===== src/rtl/flit_output_arbiter_pkg.sv =====
// Shared definitions for the router output-port arbiter: default sizes,
// flit type encodings and the arbiter FSM state type.
// Pure package; no logic, no latency, no flow control of its own.
package flit_output_arbiter_pkg;

  localparam int N_IN   = 4;   // input buffers arbitrated
  localparam int FLIT_W = 10;  // flit width, type in the top two bits
  localparam int PTR_W  = 2;   // grant index / round-robin pointer width
  localparam int TYPE_W = 2;   // width of the flit type field at the MSBs

  typedef logic [TYPE_W-1:0] flit_type_t;

  localparam flit_type_t FLIT_HEAD   = 2'b10;
  localparam flit_type_t FLIT_BODY   = 2'b00;
  localparam flit_type_t FLIT_TAIL   = 2'b01;
  localparam flit_type_t FLIT_SINGLE = 2'b11;

  typedef enum logic {
    IDLE,
    LOCKED
  } state_t;

  // A flit that may open a packet (and so may win arbitration).
  function automatic logic is_opener(input flit_type_t t);
    return (t == FLIT_HEAD) || (t == FLIT_SINGLE);
  endfunction

  // A flit that closes a packet (and so releases the wormhole lock).
  function automatic logic is_closer(input flit_type_t t);
    return (t == FLIT_TAIL) || (t == FLIT_SINGLE);
  endfunction

endpackage


===== src/rtl/flit_output_arbiter_if.sv =====
// Flit streams between the per-input buffers, the output arbiter and the link.
// Wires only; no latency.
// valid/ready per input toward the buffers, valid/ready on the single output.
// Ports: valid_in/data_in/ready_out face the input buffers,
//        data_out/valid_out/ready_in face the link or next router.
interface flit_output_arbiter_if
  #(parameter int N_IN   = flit_output_arbiter_pkg::N_IN,
    parameter int FLIT_W = flit_output_arbiter_pkg::FLIT_W);

  logic [N_IN-1:0]        valid_in;
  logic [N_IN*FLIT_W-1:0] data_in;
  logic [N_IN-1:0]        ready_out;
  logic [FLIT_W-1:0]      data_out;
  logic                   valid_out;
  logic                   ready_in;

  // Arbiter side.
  modport slave (
    input  valid_in, data_in, ready_in,
    output ready_out, data_out, valid_out
  );

  // Buffer/link side (stimulus and sink).
  modport master (
    output valid_in, data_in, ready_in,
    input  ready_out, data_out, valid_out
  );

endinterface


===== src/rtl/flit_output_arbiter_rr_arbiter.sv =====
// Round-robin pick: first asserted request scanning from rr_ptr upward, modulo N_IN.
// Combinational, zero cycles.
// No flow control; the caller decides when the pick is used.
// Ports: req (request vector), rr_ptr (scan start, must be < N_IN),
//        grant_idx (picked input), any_grant (at least one request).
module rr_arbiter #(
  parameter int N_IN  = 4,
  parameter int PTR_W = 2
) (
  input  logic [N_IN-1:0]  req,
  input  logic [PTR_W-1:0] rr_ptr,
  output logic [PTR_W-1:0] grant_idx,
  output logic             any_grant
);

  // One extra bit so rr_ptr + k can exceed N_IN-1 before being folded back.
  logic [PTR_W:0] idx;

  always_comb begin
    grant_idx = '0;
    any_grant = 1'b0;
    idx       = '0;
    for (int k = 0; k < N_IN; k++) begin
      idx = {1'b0, rr_ptr} + (PTR_W+1)'(k);
      if (idx >= (PTR_W+1)'(N_IN)) begin
        idx = idx - (PTR_W+1)'(N_IN);
      end
      if (!any_grant && req[idx[PTR_W-1:0]]) begin
        grant_idx = idx[PTR_W-1:0];
        any_grant = 1'b1;
      end
    end
  end

endmodule


===== src/rtl/flit_output_arbiter.sv =====
// Router output port: round-robin arbitration between packets with wormhole locking.
// Latency: 1 arbitration cycle, then 1 cycle input-to-data_out; bodies stream 1/cycle.
// Backpressure: ready_in=0 with a held flit freezes data_out and drops every ready_out.
// Ports: clk, reset (async, active low), bus (slave modport):
//        valid_in/data_in/ready_out to the input buffers, data_out/valid_out/ready_in to the link.
module flit_output_arbiter
  import flit_output_arbiter_pkg::*;
#(
  parameter int N_IN   = flit_output_arbiter_pkg::N_IN,
  parameter int FLIT_W = flit_output_arbiter_pkg::FLIT_W,
  parameter int PTR_W  = flit_output_arbiter_pkg::PTR_W
) (
  input  logic                  clk,
  input  logic                  reset,
  flit_output_arbiter_if.slave  bus
);

  state_t            state, state_nxt;
  logic [PTR_W-1:0]  grant, grant_nxt;
  logic [PTR_W-1:0]  rr_ptr, rr_ptr_nxt;

  logic [FLIT_W-1:0] flits [N_IN];
  logic [N_IN-1:0]   req;
  logic [PTR_W-1:0]  pick;
  logic              any_pick;

  logic [FLIT_W-1:0] cur_flit;
  flit_type_t        cur_type;
  logic              adv;
  logic              load;
  logic [N_IN-1:0]   ready_out_c;

  logic [FLIT_W-1:0] data_q;
  logic              valid_q;

  // Unpack inputs and flag those presenting a packet opener.
  always_comb begin
    for (int i = 0; i < N_IN; i++) begin
      flits[i] = bus.data_in[i*FLIT_W +: FLIT_W];
      req[i]   = bus.valid_in[i] && is_opener(flits[i][FLIT_W-1 -: TYPE_W]);
    end
  end

  rr_arbiter #(
    .N_IN  (N_IN),
    .PTR_W (PTR_W)
  ) u_rr_arbiter (
    .req       (req),
    .rr_ptr    (rr_ptr),
    .grant_idx (pick),
    .any_grant (any_pick)
  );

  assign cur_flit = flits[grant];
  assign cur_type = cur_flit[FLIT_W-1 -: TYPE_W];

  // Output register can take a new flit when empty or draining this cycle.
  assign adv  = !valid_q || bus.ready_in;
  assign load = (state == LOCKED) && bus.valid_in[grant] && adv;

  always_ff @(posedge clk or negedge reset) begin
    if (!reset) begin
      state  <= IDLE;
      grant  <= '0;
      rr_ptr <= '0;
    end else begin
      state  <= state_nxt;
      grant  <= grant_nxt;
      rr_ptr <= rr_ptr_nxt;
    end
  end

  always_comb begin
    state_nxt   = state;
    grant_nxt   = grant;
    rr_ptr_nxt  = rr_ptr;
    ready_out_c = '0;
    case (state)
      IDLE: begin
        // Arbitration cycle: nothing pops, the winner is latched for next cycle.
        if (any_pick) begin
          grant_nxt = pick;
          state_nxt = LOCKED;
        end
      end
      LOCKED: begin
        // Pop is offered regardless of valid_in so the buffer sees a plain ready.
        ready_out_c[grant] = adv;
        if (load && is_closer(cur_type)) begin
          state_nxt  = IDLE;
          rr_ptr_nxt = (grant == PTR_W'(N_IN-1)) ? '0 : grant + PTR_W'(1);
        end
      end
      default: begin
        state_nxt = IDLE;
      end
    endcase
  end

  always_ff @(posedge clk or negedge reset) begin
    if (!reset) begin
      data_q  <= '0;
      valid_q <= 1'b0;
    end else if (load) begin
      data_q  <= cur_flit;
      valid_q <= 1'b1;
    end else if (adv) begin
      // Drained (or was empty) with nothing new: data_out keeps its last value.
      valid_q <= 1'b0;
    end
  end

  assign bus.ready_out = ready_out_c;
  assign bus.data_out  = data_q;
  assign bus.valid_out = valid_q;

endmodule


===== src/flat_wrapper.sv =====
// flat-port wrapper written by rule: the top's interface ports become plain ports
module flit_output_arbiter_flat import flit_output_arbiter_pkg::*;
#(
  parameter int N_IN   = flit_output_arbiter_pkg::N_IN,
  parameter int FLIT_W = flit_output_arbiter_pkg::FLIT_W,
  parameter int PTR_W  = flit_output_arbiter_pkg::PTR_W
)
  (clk, reset, bus_valid_in, bus_data_in, bus_ready_in, bus_ready_out, bus_data_out, bus_valid_out);
  flit_output_arbiter_if #(.N_IN(N_IN), .FLIT_W(FLIT_W)) bus_i ();
  input  logic clk;
  input  logic reset;
  input wire logic [$bits(bus_i.valid_in)-1:0] bus_valid_in;
  input wire logic [$bits(bus_i.data_in)-1:0] bus_data_in;
  input wire logic [$bits(bus_i.ready_in)-1:0] bus_ready_in;
  output wire logic [$bits(bus_i.ready_out)-1:0] bus_ready_out;
  output wire logic [$bits(bus_i.data_out)-1:0] bus_data_out;
  output wire logic [$bits(bus_i.valid_out)-1:0] bus_valid_out;
  assign bus_i.valid_in = bus_valid_in;
  assign bus_i.data_in = bus_data_in;
  assign bus_i.ready_in = bus_ready_in;
  assign bus_ready_out = bus_i.ready_out;
  assign bus_data_out = bus_i.data_out;
  assign bus_valid_out = bus_i.valid_out;
  flit_output_arbiter #(.N_IN(N_IN), .FLIT_W(FLIT_W), .PTR_W(PTR_W)) u_core (.clk(clk), .reset(reset), .bus(bus_i));
endmodule

===== config.mk =====
export PLATFORM = sky130hd
export DESIGN_NAME = flit_output_arbiter_flat
export DESIGN_NICKNAME = d
export VERILOG_FILES = /design/src/rtl/flit_output_arbiter_pkg.sv /design/src/rtl/flit_output_arbiter_if.sv /design/src/rtl/flit_output_arbiter_rr_arbiter.sv /design/src/rtl/flit_output_arbiter.sv /design/src/flat_wrapper.sv
export SDC_FILE = /design/constraint.sdc
export NUM_CORES = 1
export LEC_CHECK = 0
export BUFFER_PORTS_ARGS = -buffer_cell sky130_fd_sc_hd__buf_4
export CORE_UTILIZATION = 43
export CTS_CLUSTER_DIAMETER = 200
export CTS_CLUSTER_SIZE = 16
export DETAILED_ROUTE_END_ITERATION = 6
export GPL_ROUTABILITY_DRIVEN = 0
export PLACE_DENSITY = 0.79
export SLEW_MARGIN = 10
export SYNTH_ARGS = -nofsm -noshare
export SYNTH_HDL_FRONTEND = slang
export SYNTH_SLANG_ARGS = --single-unit

===== constraint.sdc =====
create_clock -name clk -period 2.42 [get_ports clk]
set_clock_uncertainty 0.1 [all_clocks]
set_input_delay 0.242 -clock clk [delete_from_list [all_inputs] [get_ports clk]]
set_output_delay 0.242 -clock clk [all_outputs]
set_load 0.05 [all_outputs]

# After elaboration in Yosys (flattened, before gate mapping)
# Index checks and enable logic that the tools add are counted.
[word_totals]
ff_bits = 16
inputBits = 47
output_inout_bits = 15
elab_cells = 96
[classes]
add_sub_neg = 8
magnitude_cmp = 11
eq_ne = 11
muxes = 34
bitwise_logic = 3
n_reduce_logical = 24
[ops]
columns = ["cell", "count"]
rows = [
  ["binary-select mux 10 bit (select 2 bit)", 1],
  ["== test 2 bit (second input constant)", 10],
  ["two-way mux 10 bit", 2],
  ["two-way mux 2 bit", 9],
  ["< comparator 2 x 3 -> 1 bit (second input constant)", 5],
  ["two-way mux 1 bit", 14],
  ["greater-or-equal comparator 3 bit (second input constant)", 4],
  ["logical AND 1 bit", 11],
  ["binary-select mux 1 bit (select 2 bit)", 5],
  ["subtractor 2 x 1 -> 2 bit (second input constant)", 4],
  ["adder 2 x 2 -> 3 bit (second input constant)", 2],
  ["logical OR 1 bit", 6],
  ["bitwise AND 4 bit", 1],
  ["zero test 1 bit", 4],
  ["two-way mux 4 bit", 1],
  ["AND reduction 2 bit", 2],
  ["adder 2 x 1 -> 3 bit (second input constant)", 1],
  ["greater-or-equal comparator 2 x 3 -> 1 bit (second input constant)", 1],
  ["inverter 2 -> 3 bit", 1],
  ["adder 2 x 1 -> 2 bit (second input constant)", 1],
  ["demux 1 bit (select 2 bit)", 1],
  ["== test 2 x 1 -> 1 bit (second input constant)", 1],
  ["greater-or-equal comparator 2 x 1 -> 1 bit (second input constant)", 1],
  ["one-hot mux 1 bit (2 select lines)", 1],
  ["other kinds (2)", 2],
]

# Longest topological paths before layout
[depth]
depth_word = 17
ltp_mapped = 5
mapped_depth_nobuf = 4

# Modules after synthesis
# A second synthesis with hierarchy kept.
[unflattened]
cells_unflattened = 83
area_unflattened_um2 = 1131.1
[modules_own_cells]
columns = ["mod", "instances", "cells_each", "area_per_inst_um2", "seq_area_each_um2"]
rows = [
  ["flit_output_arbiter", 1, 68, 1053.5, 400.4],
  ["rr_arbiter", 1, 15, 77.6, 0.0],
]

# Least setup slack after synthesis
# No wires, ideal clock.
[synth_path]
path_kind = "register to register"
start = "register u_core.grant[0]"
end = "register u_core.data_q[0] (netlist: u_core.bus.data_out[0])"
setup_ns = 0.125
t_arrival_ns = 1.542
required_ns = 2.195
slack_ns = 0.653
path_stages_with_launch = 5
n_path_buf = 1
period_less_slack_ns = 1.767
path_cell_list = "dfrtp_1 > buf_6 > mux4_2 > nand3_4 > mux2_2"
[synth_between]
elab_chain_len = 4
elab_cells_between_ends = 8
classes_between = "mux (5); bitwise (1); reduce/logical (2)"
[synth_lines]
columns = ["item", "line_no", "source"]
rows = [
  ["start: declaration", "flit_output_arbiter.sv:19", "logic [PTR_W-1:0] grant, grant_nxt;"],
  ["start signal: assignment", "flit_output_arbiter.sv:68", "grant <= grant_nxt;"],
  ["inverter 2 -> 3 bit (implied by the code) / binary-select mux 1 bit (select 2 bit) (equally long branches)", "flit_output_arbiter.sv:54, flit_output_arbiter.sv:59", ""],
  ["binary-select mux 10 bit (select 2 bit) / two-way mux 1 bit (equally long branches)", "flit_output_arbiter.sv:54, flit_output_arbiter.sv:59", ""],
  ["two-way mux 10 bit (implied by the code) / logical AND 1 bit (equally long branches) (2 in series)", "flit_output_arbiter.sv:54, flit_output_arbiter.sv:59", ""],
  ["end signal: assignment", "flit_output_arbiter.sv:105", "data_q <= cur_flit;"],
  ["end: declaration", "flit_output_arbiter.sv:33", "logic [FLIT_W-1:0] data_q;"],
]
# Parallel ways exist; a longest one is shown, timed or not. The select of a mux whose other input is x is not followed.
# A chain may end at the register's enable or synchronous reset.

# Final worst setup path
[layout_path]
start = "register u_core.grant[0]"
end = "output bus_ready_out[0]"
[layout_between]
elab_chain_len = 6
elab_cells_between_ends = 7
classes_between = "order compare (2); mux (3); bitwise (1); reduce/logical (1)"
[layout_lines]
columns = ["item", "line_no", "source"]
rows = [
  ["< comparator 2 x 3 -> 1 bit (implied by the code) / greater-or-equal comparator 2 x 1 -> 1 bit (equally long branches)", "flit_output_arbiter.sv:88", "ready_out_c[grant] = adv;"],
  ["logical AND 1 bit (implied by the code)", "flit_output_arbiter.sv:88", ""],
  ["two-way mux 1 bit (implied by the code)", "flit_output_arbiter.sv:88", ""],
  ["demux 1 bit (select 2 bit) (*)", "--", ""],
  ["bitwise AND 4 bit (no source line) (*)", "--", ""],
  ["two-way mux 4 bit (*)", "flit_output_arbiter.sv:78", "case (state)"],
  ["end: declaration", "flat_wrapper.sv:15", "output wire logic [$bits(bus_i.ready_out)-1:0] bus_ready_out;"],
]
# Mark *: on every way between the ends. The rest lies on a longest branch, timed or not.

==> impl_metrics.tcl <==
set metrics [dict create \
    grt_use_met3_pct 3.571 \
    use_met2_pct 41.45 \
    grt_pass1_wl_mm 4.457 \
    most-common-layout-cells "63 x buf_4, 16 x dfrtp_1, 12 x nand2_1, 11 x mux4_2, 11 x mux2_2" \
    p_leak_nw 0.7847 \
    setup_viol 0 \
    switching_share_pct 47.80 \
    fin_util_pct 69.92 \
    seq_area_frac_synth_pct 38.28 \
    area_growth_syn_to_layout_pct 50.72 \
    drv_cap 0 \
    ant_nets 0 \
    rsz0062_at_grt "false" \
    crit_path_start_kind "flop" \
    vias 942 \
    reg2reg_from "u_core.grant[0]" \
    place_area_mm2 0.001530 \
    reg2reg_depth 3 \
    routed_wl_mm 2.756 \
    synth_nets 132 \
    arrival_ns 1.77 \
    cts.clk_slew.worst_paths_ns 0.10 \
    finalHoldViolCount 0 \
    cts_buffers 3 \
    dp_hpwl_mm 2.295 \
    met1_usage_pct 29.40 \
    start_util_pct 46.39 \
    avgSynthCellArea_um2 12.91 \
    nets 197 \
    cp-end-kind "output pin" \
    fin_area_mm2 0.001577 \
    p_per_area_mw_per_mm2 1324 \
    die_w_um 51.32 \
    die_h_um 51.32 \
    wl_per_cell_um 15.93 \
    finalNonFillerCells 173 \
    ys.warnings.count 0 \
    cts_buffer_depth 2 \
    total_power_mw 2.087 \
    clock_latency_ns 0.28 \
    finalCriticalPeriod_ns 2.111 \
    ios 62 \
    grt_remaining_overflow 0 \
    coreArea_mm2 0.002255 \
    p_int_mw 1.089 \
    finalCritPeriodShare_pct 87.22 \
    row_count 17 \
    drtPass1Iterations 4 \
    routed_via_density 5.445 \
    timing.fmax_ghz 0.4738 \
    drv_slew 0 \
    p_seq_share_pct 26.4 \
    synth.distinct_cells 23 \
    drive_gt1_share_pct 62.76 \
    cts_root_buffer "clkbuf_4" \
    dp.cells 168 \
    crit_path_start "u_core.grant[0]" \
    status "finished clean" \
    cts_num_sinks 16 \
    tightest_slew_ns 0.4042 \
    worstPathMaxFanout 9 \
    switching_power_uw 997.4 \
    grt_pass1_vias 967 \
    grt_busiest_layer "met2" \
    htree_num_levels 1 \
    dieArea_mm2 0.002634 \
    relSlewSlack_pct 73.05 \
    antenna_found_initial 0 \
    hp-class "input pin to async pin" \
    port_buffers 61 \
    grt_use_total_pct 23.65 \
    ys_seq_elements 16 \
    timing.rr.end "u_core.bus.data_out[0]" \
    antenna_cells 0 \
    cts_tree "built" \
    crit_type "flop to output pin" \
    mostFrequentLayoutCell "buf_4" \
    clkPwrFrac_pct 8.5 \
    grt_max_degree 17 \
    drt_first_iter_violations 9 \
    setup_tns_ns 0 \
    worstPathRequired_ns 2.08 \
    regToRegSetupSlack_ns 0.45 \
    syn_area_mm2 0.001046 \
    synthCells 81 \
    pwr-share-comb_pct 65.1 \
    drc 0 \
    peakVddDrop_uv 775.8 \
]
synth_stat cells (all sizes together):
cell | number | area (um^2)
nand2b | 1 | 6.260
a21oi | 2 | 10.01
o221ai | 1 | 8.760
ha | 4 | 50.05
o21ai | 1 | 5.000
nand4 | 1 | 12.51
o22ai | 1 | 6.260
clkbuf | 1 | 3.750
a22o | 1 | 8.760
nand2 | 12 | 45.04
mux4 | 11 | 247.7
a41o | 1 | 10.01
dfrtp | 16 | 400.4
and3 | 5 | 31.28
nand3 | 2 | 22.52
nor2 | 1 | 3.750
inv | 4 | 15.01
o31ai | 2 | 15.01
buf | 3 | 20.01
mux2 | 11 | 123.9
cell type report:
type                    instances  area [um^2]
flip-flops and latches         16        400.4
well taps                      28        35.03
fillers                       168        678.2
inverters                       4        15.01
clock buffers                   4        36.28
repair buffers                 64        483.0
multi-input cells              57        606.8
power groups by stage:
stage | clock (mW) | combinational (mW) | sequential (mW)
global route | 0.193 | 1.45 | 0.577
finish | 0.178 | 1.36 | 0.551
CTS | 0.178 | 1.37 | 0.550
global placement | 0 | 1.33 | 0.551
floorplan | 0 | 0.719 | 0.820
detailed placement | 0 | 1.36 | 0.556
cells by family after synthesis:
| logic type | count (synthesis) | share of synthesized area [%] |
|---|---|---|
| compound gates | 9 | 6.100 |
| fa+ha+maj | 4 | 4.785 |
| simple gates | 22 | 11.60 |
| mux | 22 | 35.53 |
| buf+inv | 8 | 3.706 |
| flops | 16 | 38.28 |
worst max-delay path, cell delays in order, from the launching register on:
cell and delay, ns:
dfrtp_1 0.60, buf_4 0.28, inv_1 0.09, ha_1 0.20
and3_1 0.14, buf_4 0.18
worst max-delay path by stage:
| stage | to | slack, ns | cells past startpoint |
|---|---|---|---|
| after global placement | u_core.bus.data_out[7] | 0.46 | 3 |
| final | bus_ready_out[0] | 0.31 | 5 |
| after global routing | bus_ready_out[0] | 0.14 | 5 |
| after detailed placement | u_core.bus.data_out[0] | 0.43 | 3 |
| after CTS | bus_ready_out[0] | 0.28 | 5 |
| after floorplan | u_core.bus.data_out[0] | 0.65 | 4 |
layer usage:
metal	wire length, um	vias to the layer above
li1	-	442
met1	1107	469
met2	1505	27
met3	100	4
met4	43	0
met5	0	-
metrics by stage:
| stage | setup WS, ns | hold slack [ns] |
|---|---|---|
| global placement | 0.4591 | 0.009316 |
| CTS | 0.2752 | 0.2567 |
| finish | 0.3093 | 0.2573 |
| global route | 0.1437 | 0.2626 |
| floorplan | 0.6535 | -0.1536 |
| detailed placement | 0.4349 | 0.01117 |
registers in the layout (all words and copies together), names as in the netlist:
signal / cells
u_core.state: 1
u_core.bus.data_out: 10
u_core.bus.valid_out: 1
u_core.grant: 2
u_core.rr_ptr: 2
what timing repair did:
| action | in CTS | in global routing |
|---|---|---|
| gates resized for setup | 0 | 0 |
| hold buffers | 1 | 0 |
| buffers inserted | 0 | 0 |
| hold endpoints to repair | 16 | 0 |
Note: power is estimated with default switching activity, not from simulation.
